===== src/rtl/dynamic_priority_arbiter_aging_pkg.sv =====
// Shared arbiter definitions: hold/idle state encoding and the saturating
// subtract used to turn a static priority plus an aging boost into an effective priority.
package arb_pkg;

  localparam int SAT_W = 16;

  typedef enum logic [0:0] {
    IDLE = 1'b0,
    HOLD = 1'b1
  } arb_state_e;

  // a - b clamped at zero; callers zero-extend narrower fields into SAT_W bits
  function automatic logic [SAT_W-1:0] sat_sub(input logic [SAT_W-1:0] a,
                                               input logic [SAT_W-1:0] b);
    return (a > b) ? (a - b) : '0;
  endfunction

endpackage


===== src/rtl/dynamic_priority_arbiter_aging_if.sv =====
// Request/grant bundle between requesting masters and the aging arbiter.
// The master side drives requests and priorities; the slave side (the arbiter) returns the grant.
interface dynamic_priority_arbiter_aging_if #(
  parameter int N  = 4,
  parameter int LN = $clog2(N),
  parameter int PW = 2
);
  logic              clk_en;
  logic [N-1:0]      req;
  logic [PW-1:0]     prt [N];
  logic              release_grant;
  logic [LN-1:0]     grant;
  logic [N-1:0]      grant_oh;
  logic              valid;

  modport master (
    output clk_en, req, prt, release_grant,
    input  grant, grant_oh, valid
  );

  modport slave (
    input  clk_en, req, prt, release_grant,
    output grant, grant_oh, valid
  );
endinterface


===== src/rtl/dynamic_priority_arbiter_aging_age_counter.sv =====
// Per-requester aging: while a request waits ungranted, every AGE_TH cycles the
// priority boost steps up by one (saturating). AGE_TH = 0 keeps the boost at zero.
module arb_age_counter #(
  parameter int AGE_TH = 8,
  parameter int PW     = 2
) (
  input  logic          clk,
  input  logic          clk_en,
  input  logic          rst,
  input  logic          req,
  input  logic          granted,
  output logic [PW-1:0] boost
);

  localparam int            WW        = (AGE_TH > 1) ? $clog2(AGE_TH) : 1;
  localparam logic [WW-1:0] WAIT_LAST = (AGE_TH > 0) ? WW'(AGE_TH - 1) : '0;
  localparam logic [PW-1:0] BOOST_MAX = '1;

  logic [WW-1:0] wait_cnt;

  always_ff @(posedge clk) begin
    if (rst) begin
      wait_cnt <= '0;
      boost    <= '0;
    end else if (clk_en) begin
      if ((AGE_TH == 0) || !req || granted) begin
        wait_cnt <= '0;
        boost    <= '0;
      end else if (wait_cnt == WAIT_LAST) begin
        wait_cnt <= '0;
        if (boost != BOOST_MAX) boost <= boost + 1'b1;
      end else begin
        wait_cnt <= wait_cnt + 1'b1;
      end
    end
  end

endmodule


===== src/rtl/dynamic_priority_arbiter_aging.sv =====
// N-way registered arbiter: minimum effective priority wins, round-robin among ties,
// grant locked until release (or request drop), aging boosts keep waiters from starving.
module dynamic_priority_arbiter_aging
  import arb_pkg::*;
#(
  parameter int N      = 4,
  parameter int LN     = $clog2(N),
  parameter int PW     = 2,
  parameter int AGE_TH = 8
) (
  input logic                          clk,
  input logic                          rst,
  dynamic_priority_arbiter_aging_if.slave bus
);

  arb_state_e    state_q, state_n;
  logic [LN-1:0] grant_q, grant_n;
  logic [LN-1:0] rr_ptr_q, rr_ptr_n;
  logic [N-1:0]  grant_oh_q, grant_oh_n;

  logic [PW-1:0] boost [N];
  logic [PW-1:0] eff   [N];
  logic [PW-1:0] min_eff;
  logic [N-1:0]  arb_req, cand, granted;
  logic [LN-1:0] win_idx;
  logic          any_win, found, load;

  for (genvar i = 0; i < N; i++) begin : g_age
    assign granted[i] = ((state_q == HOLD) && (grant_q == LN'(i))) ||
                        (load && (win_idx == LN'(i)));

    arb_age_counter #(
      .AGE_TH (AGE_TH),
      .PW     (PW)
    ) u_age (
      .clk     (clk),
      .clk_en  (bus.clk_en),
      .rst     (rst),
      .req     (bus.req[i]),
      .granted (granted[i]),
      .boost   (boost[i])
    );
  end

  // The current holder never competes in its own handoff; grant_oh_q is zero in IDLE.
  assign arb_req = bus.req & ~grant_oh_q;

  always_comb begin
    for (int i = 0; i < N; i++) begin
      eff[i] = PW'(sat_sub(SAT_W'(bus.prt[i]), SAT_W'(boost[i])));
    end
  end

  always_comb begin
    min_eff = '1;
    for (int i = 0; i < N; i++) begin
      if (arb_req[i] && (eff[i] < min_eff)) min_eff = eff[i];
    end
  end

  always_comb begin
    for (int i = 0; i < N; i++) begin
      cand[i] = arb_req[i] && (eff[i] == min_eff);
    end
  end

  // First candidate after the last winner, wrapping modulo N.
  always_comb begin
    win_idx = '0;
    found   = 1'b0;
    for (int k = 1; k <= N; k++) begin
      if (!found && cand[(int'(rr_ptr_q) + k) % N]) begin
        win_idx = LN'((int'(rr_ptr_q) + k) % N);
        found   = 1'b1;
      end
    end
    any_win = found;
  end

  always_comb begin
    state_n    = state_q;
    grant_n    = grant_q;
    grant_oh_n = grant_oh_q;
    rr_ptr_n   = rr_ptr_q;
    load       = 1'b0;
    if (bus.clk_en) begin
      case (state_q)
        IDLE: begin
          if (any_win) load = 1'b1;
        end
        HOLD: begin
          if (bus.release_grant || !bus.req[grant_q]) begin
            if (any_win) begin
              load = 1'b1;
            end else begin
              state_n    = IDLE;
              grant_oh_n = '0;
            end
          end
        end
        default: ;
      endcase
    end
    if (load) begin
      state_n    = HOLD;
      grant_n    = win_idx;
      grant_oh_n = N'(1) << win_idx;
      rr_ptr_n   = win_idx;
    end
  end

  always_ff @(posedge clk) begin
    if (rst) begin
      state_q    <= IDLE;
      grant_q    <= '0;
      grant_oh_q <= '0;
      rr_ptr_q   <= LN'(N - 1);
    end else begin
      state_q    <= state_n;
      grant_q    <= grant_n;
      grant_oh_q <= grant_oh_n;
      rr_ptr_q   <= rr_ptr_n;
    end
  end

  assign bus.grant    = grant_q;
  assign bus.grant_oh = grant_oh_q;
  assign bus.valid    = (state_q == HOLD);

endmodule


===== src/flat_wrapper.sv =====
// flat-port wrapper written by rule: the top's interface ports become plain ports
module dynamic_priority_arbiter_aging_flat import arb_pkg::*;
#(
  parameter int N      = 4,
  parameter int LN     = $clog2(N),
  parameter int PW     = 2,
  parameter int AGE_TH = 8
)
  (clk, rst, bus_clk_en, bus_req, bus_prt, bus_release_grant, bus_grant, bus_grant_oh, bus_valid);
  dynamic_priority_arbiter_aging_if #(.N(N), .LN(LN), .PW(PW)) bus_i ();
  input logic clk;
  input logic rst;
  input wire logic [$bits(bus_i.clk_en)-1:0] bus_clk_en;
  input wire logic [$bits(bus_i.req)-1:0] bus_req;
  input wire logic [$bits(bus_i.prt)-1:0] bus_prt;
  input wire logic [$bits(bus_i.release_grant)-1:0] bus_release_grant;
  output wire logic [$bits(bus_i.grant)-1:0] bus_grant;
  output wire logic [$bits(bus_i.grant_oh)-1:0] bus_grant_oh;
  output wire logic [$bits(bus_i.valid)-1:0] bus_valid;
  assign bus_i.clk_en = bus_clk_en;
  assign bus_i.req = bus_req;
  assign bus_i.prt = {>>{bus_prt}};
  assign bus_i.release_grant = bus_release_grant;
  assign bus_grant = bus_i.grant;
  assign bus_grant_oh = bus_i.grant_oh;
  assign bus_valid = bus_i.valid;
  dynamic_priority_arbiter_aging #(.N(N), .LN(LN), .PW(PW), .AGE_TH(AGE_TH)) u_core (.clk(clk), .rst(rst), .bus(bus_i));
endmodule

===== config.mk =====
export PLATFORM = sky130hd
export DESIGN_NAME = dynamic_priority_arbiter_aging_flat
export DESIGN_NICKNAME = d
export VERILOG_FILES = /design/src/rtl/dynamic_priority_arbiter_aging_pkg.sv /design/src/rtl/dynamic_priority_arbiter_aging_if.sv /design/src/rtl/dynamic_priority_arbiter_aging_age_counter.sv /design/src/rtl/dynamic_priority_arbiter_aging.sv /design/src/flat_wrapper.sv
export SDC_FILE = /design/constraint.sdc
export NUM_CORES = 1
export LEC_CHECK = 0
export CAP_MARGIN = 20
export CORE_MARGIN = 10
export CORE_UTILIZATION = 45
export CTS_CLUSTER_SIZE = 20
export DETAILED_ROUTE_END_ITERATION = 8
export PLACE_DENSITY_LB_ADDON = 0.15
export RECOVER_POWER = 100
export REMOVE_ABC_BUFFERS = 1
export SLEW_MARGIN = 20
export SYNTH_ARGS = -nofsm -noshare
export SYNTH_HDL_FRONTEND = slang
export SYNTH_SLANG_ARGS = --single-unit

===== constraint.sdc =====
create_clock -name clk -period 7.04 [get_ports clk]
set_clock_uncertainty 0.1 [all_clocks]
set_input_delay 1.408 -clock clk [delete_from_list [all_inputs] [get_ports clk]]
set_output_delay 1.408 -clock clk [all_outputs]
set_load 0.02 [all_outputs]

# After elaboration in Yosys (flattened, before gate mapping)
# Index checks and enable logic that the tools add are counted.
# classes
addsub,16
bitwise,7
eq_ne,19
mux,63
n_shift,1
n_reduce_logical,58
magnitude_cmp,13
# ops
op,n
$mux W2,24
$mux W3,8
$reduce_bool A2 Y1,11
$mux W1,20
$mux W4,5
$logic_and A1 B1 Y1,19
$lt A3 B4 Y1 const B,4
$add A2 B1 Y2 const B,6
$add A3 B1 Y3 const B,4
$eq A3 B3 Y1 const B,4
$reduce_and A3 Y1,4
$bmux W1 S2,5
$ne A2 B2 Y1 const B,5
$logic_or A1 B1 Y1,9
$eq A2 B2 Y1,4
$eq A2 B2 Y1 const B,4
$gt A2 B2 Y1,4
$logic_not A1 Y1,8
$reduce_or A2 Y1,4
$sub A2 B2 Y2,4
$lt A2 B2 Y1,3
$add A2 B2 Y2 const B,2
$and A1 B1 Y1 const A,4
$and A4 B4 Y4,1
other kinds (9),11
# word_totals
output_inout_bits,7
regBits,29
elab_cells,189
inputBits,16

# Logic depth before layout (Yosys ltp)
# Gate-level depths: netlist (run 1).
# logic_depth
ltp_word,38
depth_mapped,24
ltp_nobuf,24

# By module
# From an unflattened synthesis (run 1), not the netlist that was laid out.
# hier_totals
hier_cells,273
hier_area_um2,2387.3
# modules_own_cells
module,seq_area_each_um2,cells_per_inst,instances,area_per_inst_um2
dynamic_priority_arbiter_aging,180.2,153,1,1236.2
arb_age_counter,100.1,30,4,287.8

# Worst setup path after synthesis (run 1)
# Ideal clock, no wire load.
# synth_path
path_type,in2reg
start,input bus_prt[4]
end,register u_core.g_age[2].u_age.boost[1]
arrival_ns,6.204
setup_slack_ns,0.662
t_required_ns,6.866
n_path_buf,0
setup_ns,0.074
cell_stages,23
cell_sequence,inv_1 > ha_1 > inv_1 > fa_1 > nand2_1 > a21oi_1 > o21ai_0 > ha_1 > nor2_1 > nand2_1 > o221a_2 > nand3_1 > inv_1 > ha_1 > nor3_1 > a21oi_2 > mux2i_2 > xor2_2 > o32a_1 > o31ai_2 > nor4_1 > or4b_1 > a31oi_1
# synth_between
elab_chain_len,35
word_cells_on_any_way,58
classes_between,add/sub (1); order compare (4); eq/ne (5); mux (29); reduce/logical (19)
# synth_lines
item,line,rtl
"start, declared",flat_wrapper.sv:15,input wire logic [$bits(bus_i.prt)-1:0] bus_prt;
$sub A2 B2 Y2 or $gt A2 B2 Y1 (tied branches),dynamic_priority_arbiter_aging_pkg.sv:15,return (a > b) ? (a - b) : '0;
$mux W2 (*),dynamic_priority_arbiter_aging_pkg.sv:15,
$lt A2 B2 Y1,dynamic_priority_arbiter_aging.sv:57,if (arb_req[i] && (eff[i] < min_eff)) min_eff = eff[i];
$logic_and A1 B1 Y1,dynamic_priority_arbiter_aging.sv:57,
$mux W2,dynamic_priority_arbiter_aging.sv:57,
$lt A2 B2 Y1,dynamic_priority_arbiter_aging.sv:57,
$logic_and A1 B1 Y1,dynamic_priority_arbiter_aging.sv:57,
$mux W2,dynamic_priority_arbiter_aging.sv:57,
[19 not listed],--,
$mux W1,dynamic_priority_arbiter_aging.sv:92,if (bus.release_grant || !bus.req[grant_q]) begin
$pmux W1 S2,dynamic_priority_arbiter_aging.sv:87,case (state_q)
$mux W1,dynamic_priority_arbiter_aging.sv:86,if (bus.clk_en) begin
$logic_and A1 B1 Y1 (*),dynamic_priority_arbiter_aging.sv:30,(load && (win_idx == LN'(i)));
$logic_or A1 B1 Y1 (*),dynamic_priority_arbiter_aging.sv:29,assign granted[i] = ((state_q == HOLD) && (grant_q == LN'(i))) ||
$logic_or A1 B1 Y1 (*),dynamic_priority_arbiter_aging_age_counter.sv:26,if ((AGE_TH == 0) || !req || granted) begin
$reduce_bool A2 Y1 (no line),--,
$reduce_and A3 Y1 (no line),--,
"end signal, assigned",dynamic_priority_arbiter_aging_age_counter.sv:31,if (boost != BOOST_MAX) boost <= boost + 1'b1;
"end, declared",dynamic_priority_arbiter_aging_age_counter.sv:12,output logic [PW-1:0] boost
# Every way passes the cells marked *; elsewhere a longest branch is shown, timed or not. The select of a mux whose other input is x is not followed.
# A chain may end at the register's enable or synchronous reset.

# Final worst setup path (run 1)
# layout_path
start,input bus_prt[6]
end,register u_core.g_age[2].u_age.boost[1]
# layout_between
elab_chain_len,38
word_cells_on_any_way,61
classes_between,add/sub (1); order compare (5); eq/ne (5); mux (30); reduce/logical (20)
# layout_lines
item,line
$sub A2 B2 Y2 or $gt A2 B2 Y1 (tied branches),dynamic_priority_arbiter_aging_pkg.sv:15
$mux W2 (*),dynamic_priority_arbiter_aging_pkg.sv:15
$lt A2 B2 Y1,dynamic_priority_arbiter_aging.sv:57
$logic_and A1 B1 Y1,dynamic_priority_arbiter_aging.sv:57
$mux W2,dynamic_priority_arbiter_aging.sv:57
$lt A2 B2 Y1,dynamic_priority_arbiter_aging.sv:57
$logic_and A1 B1 Y1,dynamic_priority_arbiter_aging.sv:57
$mux W2,dynamic_priority_arbiter_aging.sv:57
[22 not listed],--
$mux W1,dynamic_priority_arbiter_aging.sv:92
$pmux W1 S2,dynamic_priority_arbiter_aging.sv:87
$mux W1,dynamic_priority_arbiter_aging.sv:86
$logic_and A1 B1 Y1 (*),dynamic_priority_arbiter_aging.sv:30
$logic_or A1 B1 Y1 (*),dynamic_priority_arbiter_aging.sv:29
$logic_or A1 B1 Y1 (*),dynamic_priority_arbiter_aging_age_counter.sv:26
$reduce_bool A2 Y1 (no line),--
$reduce_and A3 Y1 (no line),--
# Marked as above.

==> metrics.txt, run 1 <==
Hold Path Stages 2; RSZ-0062 raised after global routing false; PD cells 233 nW/µm²; vias in the first global route 1933; layout cells sized above 1 about 7.0%; VDD IR max 188 µV; hold path startpoint u_core.g_age[1].u_age.wait_cnt[2]; Synth Area in XOR/XNOR 3.40%; post-synthesis register bit count 29; DP Cell Count roughly 370; cell count after synthesis between 200 and 300; first-pass GRT wire length 9290 µm; synthesized area 2280 µm²; Core Area 4820 µm²; outcome completed; synthesis-to-finish area growth 17.3%; cell area after layout 2670 µm²; clock sinks 29; setup_tns 0 ns; Tcrit/Tclk final 94.3%; All-Layer GR Usage 13.1%; Synth Flop Type dfxtp_1; Achievable Freq 151 MHz; io pins 23; DP Wirelength 4230 µm; startpoint types primary input; final setup fails 0; crit end category flip-flop; Via density ~5.6; Warnings, synthesis 0; Max-slew headroom between 30% and 40%; Avg Inst Size Synth between 7 and 8 µm²; reg-to-reg endpoint u_core.g_age[2].u_age.boost[1]; data required time of the worst path 7.12 ns; initial antenna violation count 0; DIE HEIGHT 91.2 µm; H-Tree Depth 2; WS Path Type in -> reg; final hold violations 0; main combinational cell family by area after synthesis simple AND/OR/NAND/NOR gates; Root Buffer clkbuf_8; Post-synth EDFFs 0; # Max-Cap Violations 0; post-synthesis simple-gate area fraction around 26%; DRC 0; Clock Tree Buf Depth 2; final critical delay including setup and external delays 6.64 ns; Slew Viols, Final 0; Critical Path AT 6.72 ns; worst slew pin tran 0.959 ns; die area 8310 µm²; GPL Wtd Cong 0.974; worst slack, placed 0.159 ns; reg2reg start u_core.g_age[0].u_age.boost[0]; number of buffers created by CTS 5; ANT cells 0; Reg clk slew, reported paths 0.06 ns; NumNets Final about 360; pin count of the biggest net entering global routing 26; Hold Crit Endpoint u_core.g_age[1].u_age.wait_cnt[2]; initial drt markers between 100 and 150; adder-cell share of the synthesized area 15.6%; Leakage between 1 and 1.5 nW; sequential-to-total area share from yosys stat 25.5%; Finished Layout Cells between 300 and 400; Total Wirelength 5520 µm; worst min-delay path class reg -> reg; Async SR Flop Fraction 0%; final total power 623 µW; Pre-antenna DRT Iters 4; starting density of the core 47.3%; synth unique cells 51; cts hold-fix bufs 0; TritonCTS clock tree yes; die width 91.2 µm; Post-DP Area between 2000 and 3000 µm²; total grt overflow 0; reg2reg path depth 22; Compound-Gate Fraction of Synth Area 22.9%; r2r setup slk 1.51 ns; Clk Latency, worst-skew pair 0.27 ns; ANT nets after route 0; mux contribution to synthesized area 2.09%; port bufs 22; vias after detailed routing 2144; worst setup margin approximately 0.40 ns; cell row count 25; Max FO, Critical Path 5; WL per Instance 14.5 µm
==> synth_stat cells (2+ instances only) <==
cell / count / area, µm²
nor2b_1: 9 / 56.3
a211o_1: 2 / 17.5
and2_1: 3 / 18.8
o2111ai_1: 4 / 35.0
o31ai_1: 5 / 37.5
a31oi_1: 8 / 50.1
xnor2_1: 4 / 35.0
o21bai_1: 3 / 22.5
nand2b_1: 8 / 50.1
o31a_1: 2 / 17.5
inv_1: 21 / 78.8
nor3_1: 8 / 40.0
nor2_1: 15 / 56.3
or4b_1: 2 / 20.0
nand2_1: 41 / 154
or4_1: 2 / 15.0
o21ai_0: 8 / 40.0
fa_1: 4 / 80.1
clkbuf_1: 7 / 26.3
dfxtp_1: 29 / 581
o211ai_1: 6 / 45.0
ha_1: 22 / 275
a21oi_1: 21 / 105
xor2_1: 3 / 26.3
o221a_2: 2 / 22.5
nand4_1: 15 / 93.8
nand3_1: 7 / 35.0
o21a_1: 2 / 15.0
==> layer usage <==
metal  share of wire [%]  global-route usage, %
met5                   0                      0
met4                0.91                   3.26
met3                 4.4                   3.13
met2                  44                   20.1
met1                  50                   18.0
==> where the power goes <==
part / total, mW / switching (mW) / internal (mW)
sequential: 0.204 / 0.0218 / 0.182
combinational: 0.290 / 0.176 / 0.114
clock: 0.129 / 0.0611 / 0.0683
total: 0.623 / 0.259 / 0.364
==> critical path, stage by stage <==
cell	delay (ns)
clkdlybuf4s50_1	0.39
inv_1	0.05
ha_1	0.13
inv_1	0.05
fa_1	0.52
a311o_1	0.26
o21ai_0	0.16
ha_1	0.25
nor2_1	0.15
nand2_1	0.09
o221a_2	0.26
nand3_1	0.11
inv_1	0.08
ha_1	0.28
nor3_1	0.05
buf_4	0.15
a21oi_2	0.16
mux2i_2	0.45
xor2_2	0.18
o32a_1	0.35
o31ai_2	0.35
nor4_1	0.13
or4b_1	0.54
a31oi_1	0.16
==> per-stage QoR <==
step                      util (%)  hold slack (ns)
after floorplan                  -            0.329
after detailed placement      53.7            0.348
after global placement        53.7            0.344
final                         55.5            0.358
after CTS                     55.4            0.361
after global routing          55.5            0.384
==> worst max path at each step <==
| stage | start | endpoint | slack, ns | cells past startpoint |
|---|---|---|---|---|
| floorplan | bus_prt[4] | u_core.g_age[2].u_age.boost[1] | 0.66 | 23 |
| global placement | bus_prt[6] | u_core.g_age[2].u_age.boost[1] | 0.20 | 24 |
| detailed placement | bus_prt[6] | u_core.g_age[2].u_age.boost[1] | 0.16 | 24 |
| CTS | bus_prt[6] | u_core.g_age[2].u_age.boost[1] | 0.41 | 24 |
| global route | bus_prt[6] | u_core.g_age[3].u_age.wait_cnt[2] | 0.02 | 25 |
| finish | bus_prt[6] | u_core.g_age[2].u_age.boost[1] | 0.40 | 24 |
==> cell usage in the layout, fill, tap and decap left out, types with 6 or more instances in the layout <==
cell type,synthesis,routed
nand4_1,15,15
nor2_1,15,15
nand2_1,41,41
nor2b_1,9,9
nand2b_1,8,8
a31oi_1,8,8
dfxtp_1,29,29
nor3_1,8,8
ha_1,22,22
o21ai_0,8,9
dlygate4sd3_1,0,7
clkdlybuf4s50_1,0,15
inv_1,21,21
o211ai_1,6,6
nand3_1,7,7
a21oi_1,21,21
==> registers in the layout, summed over array words and instances (netlist names) <==
| name | flops |
|---|---|
| u_core.g_age.u_age.wait_cnt | 12 |
| u_core.bus.valid | 1 |
| u_core.bus.grant_oh | 4 |
| u_core.bus.grant | 2 |
| u_core.rr_ptr_q | 2 |
| u_core.g_age.u_age.boost | 8 |
==> final cells by class <==
cell class	instances	area, µm²
timing repair buffer	27	254
fill	481	2140
clock inverter	2	10.0
sequential	29	581
inverter	21	78.8
clock buffer	6	72.6
multi-input combinational	229	1590
tap	67	83.8
==> kinds of logic (layout without fill, tap and decap cells) <==
group           Yosys count  in the layout
compound gates           75             75
buf+inv                  28             56
mux                       3              3
xor+xnor                  8              8
fa+ha+maj                26             26
simple gates            117            117
flops                    29             29
==> repair_timing <==
action / 4_1_cts / 5_1_grt
buffers inserted: 0 / 1
resized for setup: 0 / 0
setup endpoints to repair: 0 / 4
(Power assumes the default switching activity.)
==> inputs of run 2 (changes only) <==
CORE_MARGIN = not set   (was 10)
MAX_ROUTING_LAYER = met4   (was not set)
==> metrics.txt, run 2 (synthesized netlist as in run 1, its figures left out) <==
outcome completed (unchanged); startpoint types primary input (unchanged); die width 73.2 µm (was 91.2 µm); port bufs 22 (unchanged); initial drt markers 76 (was 149); Sw Share 41.5% (was 41.6%); Leakage 1.01 nW (about the same); Max FO, Critical Path 5 (unchanged); Clk Latency, worst-skew pair 0.28 ns (was 0.27 ns); Total Wirelength 5310 µm (was 5520 µm); Slew Viols, Final 0 (unchanged); H-Tree Depth 2 (unchanged); cell area after layout 2690 µm² (was 2670 µm²); final hold violations 0 (unchanged); RSZ-0062 raised after global routing false (unchanged); worst slew pin tran 0.905 ns (was 0.959 ns); max reg flops 12 (unchanged); io pins 23 (unchanged); ANT cells 0 (unchanged); DIE HEIGHT 73.2 µm (was 91.2 µm); Root Buffer clkbuf_8 (unchanged); data required time of the worst path 7.13 ns (was 7.12 ns); GPL Wtd Cong 0.988 (was 0.974); ANT nets after route 0 (unchanged); fin util 56.1% (was 55.5%); pin count of the biggest net entering global routing 26 (unchanged); die area 5350 µm² (was 8310 µm²); vias in the first global route 1992 (was 1933); Flop pwr share 31.8% (was 32.7%); Post-DP Area 2590 µm² (about the same); vias after detailed routing 2134 (was 2144); Pre-antenna DRT Iters 4 (unchanged); total grt overflow 0 (unchanged); cts hold-fix bufs 0 (unchanged); clock sinks 29 (unchanged); Combinational Power Share 47.6% (was 46.6%); Core Area 4790 µm² (was 4820 µm²); synthesis-to-finish area growth 17.9% (was 17.3%); number of buffers created by CTS 5 (unchanged); starting density of the core 47.6% (was 47.3%); TritonCTS clock tree yes (unchanged); Max-slew headroom 39.5% (was 35.8%); Clock Tree Buf Depth 2 (unchanged); NumNets Final 357 (was 355); NetSw 265 µW (was 259 µW); cell row count 25 (unchanged); initial antenna violation count 0 (unchanged); Critical Path AT 6.67 ns (was 6.72 ns); Via density 5.57 (was 5.63); first-pass GRT wire length 9300 µm (was 9290 µm); Achievable Freq 152 MHz (was 151 MHz); commonest cells after routing, fill and taps aside 41 x nand2_1, 29 x dfxtp_1, 22 x ha_1 (unchanged); # Max-Cap Violations 0 (unchanged); crit end category flip-flop (unchanged); VDD IR max 144 µV (was 188 µV); most common cell after layout, fill and taps aside nand2_1 (unchanged); DRC 0 (unchanged); Reg clk slew, reported paths 0.06 ns (about the same); WS Path Type in -> reg (unchanged); DP Wirelength 4000 µm (was 4230 µm); PD cells 237 nW/µm² (was 233 nW/µm²); cell internal pwr 373 µW (was 364 µW); Tcrit/Tclk final 93.4% (was 94.3%); final setup fails 0 (unchanged); WL per Instance 13.9 µm (was 14.5 µm); Clock Power Share 20.6% (was 20.8%); Most flops, register u_core.g_age.u_age.wait_cnt (unchanged); final critical delay including setup and external delays 6.58 ns (was 6.64 ns); layout cells sized above 1 6.96% (was 7.01%); All-Layer GR Usage 23.0% (was 13.1%); setup_tns 0 ns (unchanged); worst min-delay path class reg -> reg (unchanged)
## run 2: area by class of cell
cell class | instances | area (µm²)
fillers | 481 | 2100
multi-input cells | 229 | 1600
flip-flops and latches | 29 | 581
repair buffers | 29 | 265
well taps | 67 | 83.8
clock buffers | 8 | 80.1
inverters | 21 | 78.8
## run 2: worst max-delay path, cell delays in order
cell and delay (ns):
clkdlybuf4s50_1 0.40, inv_1 0.06, ha_1 0.13, inv_1 0.05
fa_1 0.52, a311o_1 0.25, o21ai_0 0.18, ha_1 0.26
nor2_1 0.16, nand2_1 0.09, o221a_2 0.26, nand3_1 0.12
inv_1 0.08, ha_1 0.28, nor3_1 0.28, a21oi_2 0.09
mux2i_2 0.39, xor2_2 0.27, o211ai_1 0.19, o221ai_1 0.40
nor4_1 0.12, or4b_1 0.53, a31oi_1 0.16
## run 2: repair_timing
| item | CTS | global route |
|---|---|---|
| endpoints found under the hold margin | 0 | 0 |
| buffers inserted | 0 | 2 |
| setup endpoints to repair | 0 | 11 |
| gates resized for setup | 0 | 1 |
## run 2: final timing paths
path                                startpoint  slack (ns)  depth (start not counted)                                 to
min          u_core.g_age[1].u_age.wait_cnt[1]        0.36                          2  u_core.g_age[1].u_age.wait_cnt[1]
min reg2reg  u_core.g_age[1].u_age.wait_cnt[1]        0.36                          2  u_core.g_age[1].u_age.wait_cnt[1]
max reg2reg     u_core.g_age[0].u_age.boost[0]        1.59                         21     u_core.g_age[2].u_age.boost[1]
max                                 bus_prt[6]        0.46                         23     u_core.g_age[2].u_age.boost[1]
## run 2: through the flow
| step | worst slack, ns | hold WS [ns] | instances | power [mW] |
|---|---|---|---|---|
| floorplan | 0.662 | 0.329 | 279 | 0.408 |
| global placement | 0.313 | 0.347 | 373 | 0.503 |
| detailed placement | 0.101 | 0.350 | 373 | 0.505 |
| CTS | 0.371 | 0.363 | 381 | 0.639 |
| global route | 0.0213 | 0.382 | 383 | 0.684 |
| finish | 0.463 | 0.361 | 383 | 0.638 |
## run 2: power groups by stage
stage | Sequential, mW | Clock (mW) | Combinational, mW
final | 0.203 | 0.131 | 0.304
after CTS | 0.203 | 0.135 | 0.302
after floorplan | 0.214 | 0 | 0.194
after global routing | 0.206 | 0.141 | 0.337
after global placement | 0.206 | 0 | 0.297
after detailed placement | 0.207 | 0 | 0.299
## run 2: metal layers
layer	up-vias	global-route usage (%)	routed length, µm
met1	974	32.2	2720
met3	11	3.18	190
met5	-	-	0
li1	1106	-	-
met2	43	33.6	2320
met4	0	8.50	83
